===== config.mk =====
export PLATFORM = sky130hd
export DESIGN_NAME = dbscan_cluster_ctrl
export DESIGN_NICKNAME = d
export VERILOG_FILES = /design/src/rtl/dbscan_cluster_ctrl.sv
export SDC_FILE = /design/constraint.sdc
export NUM_CORES = 1
export LEC_CHECK = 0
export CORE_MARGIN = 2
export CORE_UTILIZATION = 53
export CTS_BUF_LIST = sky130_fd_sc_hd__clkbuf_2 sky130_fd_sc_hd__clkbuf_4 sky130_fd_sc_hd__clkbuf_8
export DETAILED_ROUTE_END_ITERATION = 10
export GPL_TIMING_DRIVEN = 0
export PLACE_DENSITY = 0.84
export SKIP_LAST_GASP = 1
export SLEW_MARGIN = 20
export SYNTH_ARGS = -nofsm -noshare
export SYNTH_HDL_FRONTEND = slang
export SYNTH_SLANG_ARGS = --single-unit
export TNS_END_PERCENT = 20

===== constraint.sdc =====
create_clock -name clk -period 5.4 [get_ports clk]
set_input_delay 1.35 -clock clk [delete_from_list [all_inputs] [get_ports clk]]
set_output_delay 1.35 -clock clk [all_outputs]
set_load 0.03 [all_outputs]

===== src/rtl/dbscan_cluster_ctrl.sv =====
// Purpose: sequencer for DBSCAN over N stored points (clear, core classify, BFS expand, noise).
// Latency: N + N*N + expansion + N cycles per run; write strobes are same-cycle decodes of state.
// Backpressure: none; memory and distance unit are combinational, start is ignored while busy.
// Ports: clk/rst (sync, active-low), start; dist2/l_i/l_j/core_i/core_j read data for pair (i,j);
//        i/j read addresses; we_label/we_core/waddr/wlabel/wcore write port; busy/done/n_clusters/overflow.
module dbscan_cluster_ctrl #(
    parameter int          N      = 16,
    parameter int          IDX_W  = 4,
    parameter int          LBL_W  = 4,
    parameter logic [17:0] EPS2   = 18'd100,
    parameter int          MINPTS = 3
) (
    input  logic             clk,
    input  logic             rst,
    input  logic             start,
    input  logic [17:0]      dist2,
    input  logic [LBL_W-1:0] l_i,
    input  logic [LBL_W-1:0] l_j,
    input  logic             core_i,
    input  logic             core_j,
    output logic [IDX_W-1:0] i,
    output logic [IDX_W-1:0] j,
    output logic             we_label,
    output logic             we_core,
    output logic [IDX_W-1:0] waddr,
    output logic [LBL_W-1:0] wlabel,
    output logic             wcore,
    output logic             busy,
    output logic             done,
    output logic [LBL_W-1:0] n_clusters,
    output logic             overflow
);

    typedef enum logic [2:0] {
        S_IDLE, S_CLEAR, S_CORE, S_SEED, S_EXPAND, S_POP, S_NOISE, S_DONE
    } state_t;

    localparam logic [IDX_W-1:0] LAST     = IDX_W'(N - 1);
    localparam logic [IDX_W-1:0] IDX_ONE  = IDX_W'(1);
    localparam logic [LBL_W-1:0] LBL_ONE  = LBL_W'(1);
    localparam logic [LBL_W-1:0] MAX_ID   = {{(LBL_W-1){1'b1}}, 1'b0};
    localparam logic [IDX_W:0]   MINPTS_C = (IDX_W+1)'(MINPTS);
    localparam logic [IDX_W:0]   FULL_C   = (IDX_W+1)'(N);

    state_t           state_q, state_d;
    logic [IDX_W-1:0] i_q, i_d, j_q, j_d, seed_q, seed_d;
    logic [IDX_W:0]   cnt_q, cnt_d;
    logic [LBL_W-1:0] ncl_q, ncl_d;
    logic             ovf_q, ovf_d;

    // Seed FIFO for the breadth-first expansion; depth N is enough because
    // every point is labelled, and therefore pushed, at most once per run.
    logic [IDX_W-1:0] fifo_q [N];
    logic [IDX_W-1:0] wptr_q, wptr_d, rptr_q, rptr_d;
    logic [IDX_W:0]   fcnt_q, fcnt_d;
    logic             push, pop, push_ok, flush, fifo_full, fifo_empty;
    logic [IDX_W-1:0] push_dat;

    logic             hit, new_cl;
    logic [IDX_W:0]   cnt_sum;
    logic [LBL_W-1:0] new_id;

    assign hit        = (dist2 <= EPS2);
    assign new_cl     = (l_i == '0) && core_i;
    assign new_id     = (ncl_q < MAX_ID) ? ncl_q + LBL_ONE : MAX_ID;
    assign cnt_sum    = cnt_q + (IDX_W+1)'(hit);
    assign fifo_full  = (fcnt_q == FULL_C);
    assign fifo_empty = (fcnt_q == '0);
    assign push_ok    = push && !fifo_full;

    // State register
    always_ff @(posedge clk) begin
        if (!rst) begin
            state_q <= S_IDLE;
            i_q     <= '0;
            j_q     <= '0;
            seed_q  <= '0;
            cnt_q   <= '0;
            ncl_q   <= '0;
            ovf_q   <= 1'b0;
            wptr_q  <= '0;
            rptr_q  <= '0;
            fcnt_q  <= '0;
        end else begin
            state_q <= state_d;
            i_q     <= i_d;
            j_q     <= j_d;
            seed_q  <= seed_d;
            cnt_q   <= cnt_d;
            ncl_q   <= ncl_d;
            ovf_q   <= ovf_d;
            wptr_q  <= wptr_d;
            rptr_q  <= rptr_d;
            fcnt_q  <= fcnt_d;
        end
    end

    always_ff @(posedge clk) begin
        if (push_ok) fifo_q[wptr_q] <= push_dat;
    end

    // Next-state logic
    always_comb begin
        state_d  = state_q;
        i_d      = i_q;
        j_d      = j_q;
        seed_d   = seed_q;
        cnt_d    = cnt_q;
        ncl_d    = ncl_q;
        ovf_d    = ovf_q;
        push     = 1'b0;
        push_dat = j_q;
        pop      = 1'b0;
        flush    = 1'b0;
        case (state_q)
            S_IDLE, S_DONE: begin
                if (start) begin
                    i_d     = '0;
                    j_d     = '0;
                    ncl_d   = '0;
                    ovf_d   = 1'b0;
                    flush   = 1'b1;
                    state_d = S_CLEAR;
                end
            end
            S_CLEAR: begin
                i_d = i_q + IDX_ONE;
                if (i_q == LAST) begin
                    i_d     = '0;
                    j_d     = '0;
                    cnt_d   = '0;
                    state_d = S_CORE;
                end
            end
            S_CORE: begin
                if (j_q == LAST) begin
                    cnt_d = '0;
                    j_d   = '0;
                    if (i_q == LAST) begin
                        i_d     = '0;
                        state_d = S_SEED;
                    end else begin
                        i_d = i_q + IDX_ONE;
                    end
                end else begin
                    cnt_d = cnt_sum;
                    j_d   = j_q + IDX_ONE;
                end
            end
            S_SEED: begin
                if (new_cl) begin
                    ncl_d    = new_id;
                    if (ncl_q == MAX_ID) ovf_d = 1'b1;
                    push     = 1'b1;
                    push_dat = i_q;
                    seed_d   = i_q;
                    j_d      = '0;
                    state_d  = S_EXPAND;
                end else if (i_q == LAST) begin
                    i_d     = '0;
                    state_d = S_NOISE;
                end else begin
                    i_d = i_q + IDX_ONE;
                end
            end
            S_EXPAND: begin
                // Only core neighbours propagate the cluster; border points are labelled only.
                if (hit && (l_j == '0) && core_j) push = 1'b1;
                j_d = j_q + IDX_ONE;
                if (j_q == LAST) state_d = S_POP;
            end
            S_POP: begin
                if (!fifo_empty) begin
                    pop     = 1'b1;
                    i_d     = fifo_q[rptr_q];
                    j_d     = '0;
                    state_d = S_EXPAND;
                end else if (seed_q == LAST) begin
                    i_d     = '0;
                    state_d = S_NOISE;
                end else begin
                    i_d     = seed_q + IDX_ONE;
                    state_d = S_SEED;
                end
            end
            S_NOISE: begin
                i_d = i_q + IDX_ONE;
                if (i_q == LAST) begin
                    i_d     = '0;
                    state_d = S_DONE;
                end
            end
            default: state_d = S_IDLE;
        endcase
    end

    // FIFO pointers; push and pop are never in the same cycle by construction.
    always_comb begin
        if (flush) begin
            wptr_d = '0;
            rptr_d = '0;
            fcnt_d = '0;
        end else begin
            wptr_d = wptr_q + IDX_W'(push_ok);
            rptr_d = rptr_q + IDX_W'(pop);
            fcnt_d = fcnt_q + (IDX_W+1)'(push_ok) - (IDX_W+1)'(pop);
        end
    end

    // Output decode
    always_comb begin
        we_label = 1'b0;
        we_core  = 1'b0;
        waddr    = i_q;
        wlabel   = '0;
        wcore    = 1'b0;
        case (state_q)
            S_CLEAR: begin
                we_label = 1'b1;
                we_core  = 1'b1;
            end
            S_CORE: begin
                if (j_q == LAST) begin
                    we_core = 1'b1;
                    wcore   = (cnt_sum >= MINPTS_C);
                end
            end
            S_SEED: begin
                if (new_cl) begin
                    we_label = 1'b1;
                    wlabel   = new_id;
                end
            end
            S_EXPAND: begin
                if (hit && (l_j == '0)) begin
                    we_label = 1'b1;
                    waddr    = j_q;
                    wlabel   = ncl_q;
                end
            end
            S_NOISE: begin
                if (l_i == '0) begin
                    we_label = 1'b1;
                    wlabel   = '1;
                end
            end
            default: ;
        endcase
    end

    assign i          = i_q;
    assign j          = j_q;
    assign busy       = (state_q != S_IDLE) && (state_q != S_DONE);
    assign done       = (state_q == S_DONE);
    assign n_clusters = ncl_q;
    assign overflow   = ovf_q;

endmodule


==> metrics <==
status finished, violations left; failing checks negative setup slack; CP endpoint kind primary output; pwr dens 233 mW/mm²; total of max-cap violations 0; clock root buffer clkbuf_8; GRT Util Overall 0.248; initial DRC count 332; Final Routed Wirelength 12100 µm; cell area after layout 0.00599 mm²; Hold WC Path Type flip-flop to flip-flop; Max IR drop VDD 0.194 mV; simple-gate portion of the synthesized area 0.164; pre-CTS WS -534 ps; initial antenna violation count 0; critical path arrival 4140 ps; FMAX 0.182 GHz; Worst Setup Start Kind input pin; TritonCTS Sinks 102; Yosys cell types 57; CP required 4050 ps; most instantiated cells after synthesis edfxtp_1, nand2_1, dfxtp_1, nor2_1, o21ai_0; Inserted Diodes 0; Routed Antenna Nets 0; hold path start overflow; mux cell area share after synthesis 0.0809; largest family of logic cells by synthesized area simple AND/OR/NAND/NOR gates; vias post-DR 3975; drt via density 6.03; FILL cells 709; Skew-Pair Late Insertion Delay 380 ps; setup violators final 4; global-route wire length before repair 19400 µm; Syn-to-layout area delta 18.2%; H-tree level count 3; Inst Count DP 643; Initial Util 0.549; worst r2r src state_q[2]; Clock transition at path regs 100 ps; share of cells above drive strength 1 0.0868; drt wl/cell 18.3 µm; die height 102 µm; R2R depth 15; die area 0.0104 mm²; Syn Nets 509; Slew Limit Fails 0; asr flop ratio synth 0; r2r endpoint fcnt_q[4]; IO Count 57; Fin Setup TNS -270 ps; most frequent cell after synthesis edfxtp_1; setup slack, reg-to-reg 1690 ps; Post-synth EDFFs 64; skew final 9.26 ps; top cells by area, synth edfxtp_1, dfxtp_1, mux4_2; ys flop type edfxtp_1; Syn Area/Cell 11.0 µm²; Tmin final 5490 ps; core area 0.00924 mm²; number of global-route vias before repair 3837; synthesized-area fraction occupied by adder cells 0.0459; DP Area 0.00577 mm²; IO Port Bufs 54; RSZ-0062 raised after global routing true; cts bufs inserted 9; Mapped Area 0.00507 mm²; cell taking the most area after synthesis edfxtp_1; largest net degree at the start of global routing 22; row count 35; post-synth top area share 0.379; Seq/Total Area, Yosys 0.529; CTS tree yes; critical path type input pin to primary output; 1st-pass router iterations 5; leak pwr 0.00208 µW; GP Congestion 0.916; CTS Buffer Depth 2; Ys Warns 0; Die X 102 µm; xor and xnor area share after synthesis 0.0225; Worst Tran Pin Value 1090 ps; Max transition margin 0.265; Power Total 1400 µW; Worst Slack Setup Final -90.6 ps; Syn Inst Count 460; GR Overflow Total 0; Final Hold Violating Endpoints 0; Hold Path Depth 2; Hold EP overflow; post-synthesis compound-gate area fraction 0.125; DRC 0; Tcrit/Tclk final 1.02; post-synthesis register bit count 102; Detailed Place HPWL 8830 µm; Max FO, Critical Path 10; Finished Layout Cells 659; fin nets 574
-- registers in the layout, summed over array words and instances, names as in the netlist --
signal,cells
state_q,3
overflow,1
fifo_q,64
j,4
seed_q,4
cnt_q,5
wptr_q,4
i,4
fcnt_q,5
n_clusters,4
rptr_q,4
-- where the power goes --
group	leakage (µW)	switching [µW]	total [µW]	internal, µW
sequential	0.000951	6.64	827	820
clock	0.000102	292	476	184
combinational	0.00103	49.1	93.7	44.5
-- cells in the final DEF, fill, tap and decap left out, types with 3 or more instances in the layout --
master / n
a211oi_1: 4
a21boi_0: 5
a21oi_1: 13
a22oi_1: 6
a31oi_1: 15
and2_1: 3
and3_1: 8
buf_1: 3
clkbuf_1: 17
clkbuf_8: 9
clkdlybuf4s50_1: 51
dfxtp_1: 38
edfxtp_1: 64
ha_1: 17
inv_1: 18
inv_6: 3
mux2_2: 4
mux2i_1: 5
mux4_2: 14
nand2_1: 48
nand2b_1: 8
nand3_1: 21
nand3b_1: 3
nor2_1: 29
nor2b_1: 11
nor3_1: 14
nor4_1: 9
o21ai_0: 25
o221a_2: 3
o22ai_1: 3
or3_1: 3
xnor2_1: 9
xor2_1: 4
-- worst max-delay path: stages --
cell,delay (ps)
clkdlybuf4s50_1,400
or4b_1,490
or3_1,330
a311oi_2,380
buf_4,250
mux2_2,340
clkdlybuf4s50_1,600
-- stage by stage --
step / hold WS (ps) / utilization
floorplan: 454 / -
global placement: 457 / 0.625
detailed placement: 461 / 0.625
CTS: 486 / 0.648
global route: 527 / 0.649
finish: 482 / 0.649
-- worst max-delay path by stage --
stage                         from   endpoint  slack [ps]
final                       l_j[1]   waddr[0]         -90
after global routing        l_j[1]   waddr[3]        -200
after CTS                   l_j[1]   waddr[0]        -100
after detailed placement    l_i[1]  wlabel[0]        -530
after global placement      l_i[1]  wlabel[0]        -580
after floorplan           dist2[7]      wcore         740
-- final cells by class --
cell class	instances	area (µm²)	area share
Buffer	23	98.8	0.0165
Multi-Input combinational cell	317	2240	0.374
Clock buffer	9	124	0.0207
Timing Repair Buffer	54	541	0.0902
Tap cell	129	161	0.0269
Clock inverter	7	78.8	0.0131
Sequential cell	102	2680	0.448
Inverter	18	67.6	0.0113
-- layer usage --
layer  vias up  share of wire  track usage
li1       1861              -            -
met1      1896           0.41        0.334
met2       199           0.50        0.409
met3        19          0.079       0.0580
met4         0          0.013       0.0634
met5         -              0            0
-- logic make-up (layout without fill, tap and decap cells) --
family / count (synthesis) / after routing
xor gates and xnor gates: 13 / 13
buffers and inverters: 41 / 111
adders and majority gates: 18 / 18
muxes: 23 / 23
and+or+nand+nor: 168 / 168
DFF: 102 / 102
AOI/OAI and AO/OA: 95 / 95
-- timing repair --
action / 4_1_cts / 5_1_grt
pin swaps: 0 / 0
endpoints found under the setup margin: 10 / 9
endpoints found under the hold margin: 0 / 0
hold buffers: 0 / 0
resized for setup: 5 / 2
setup buffers: 0 / 0
No activity file was read; power rests on OpenSTA's default activity.
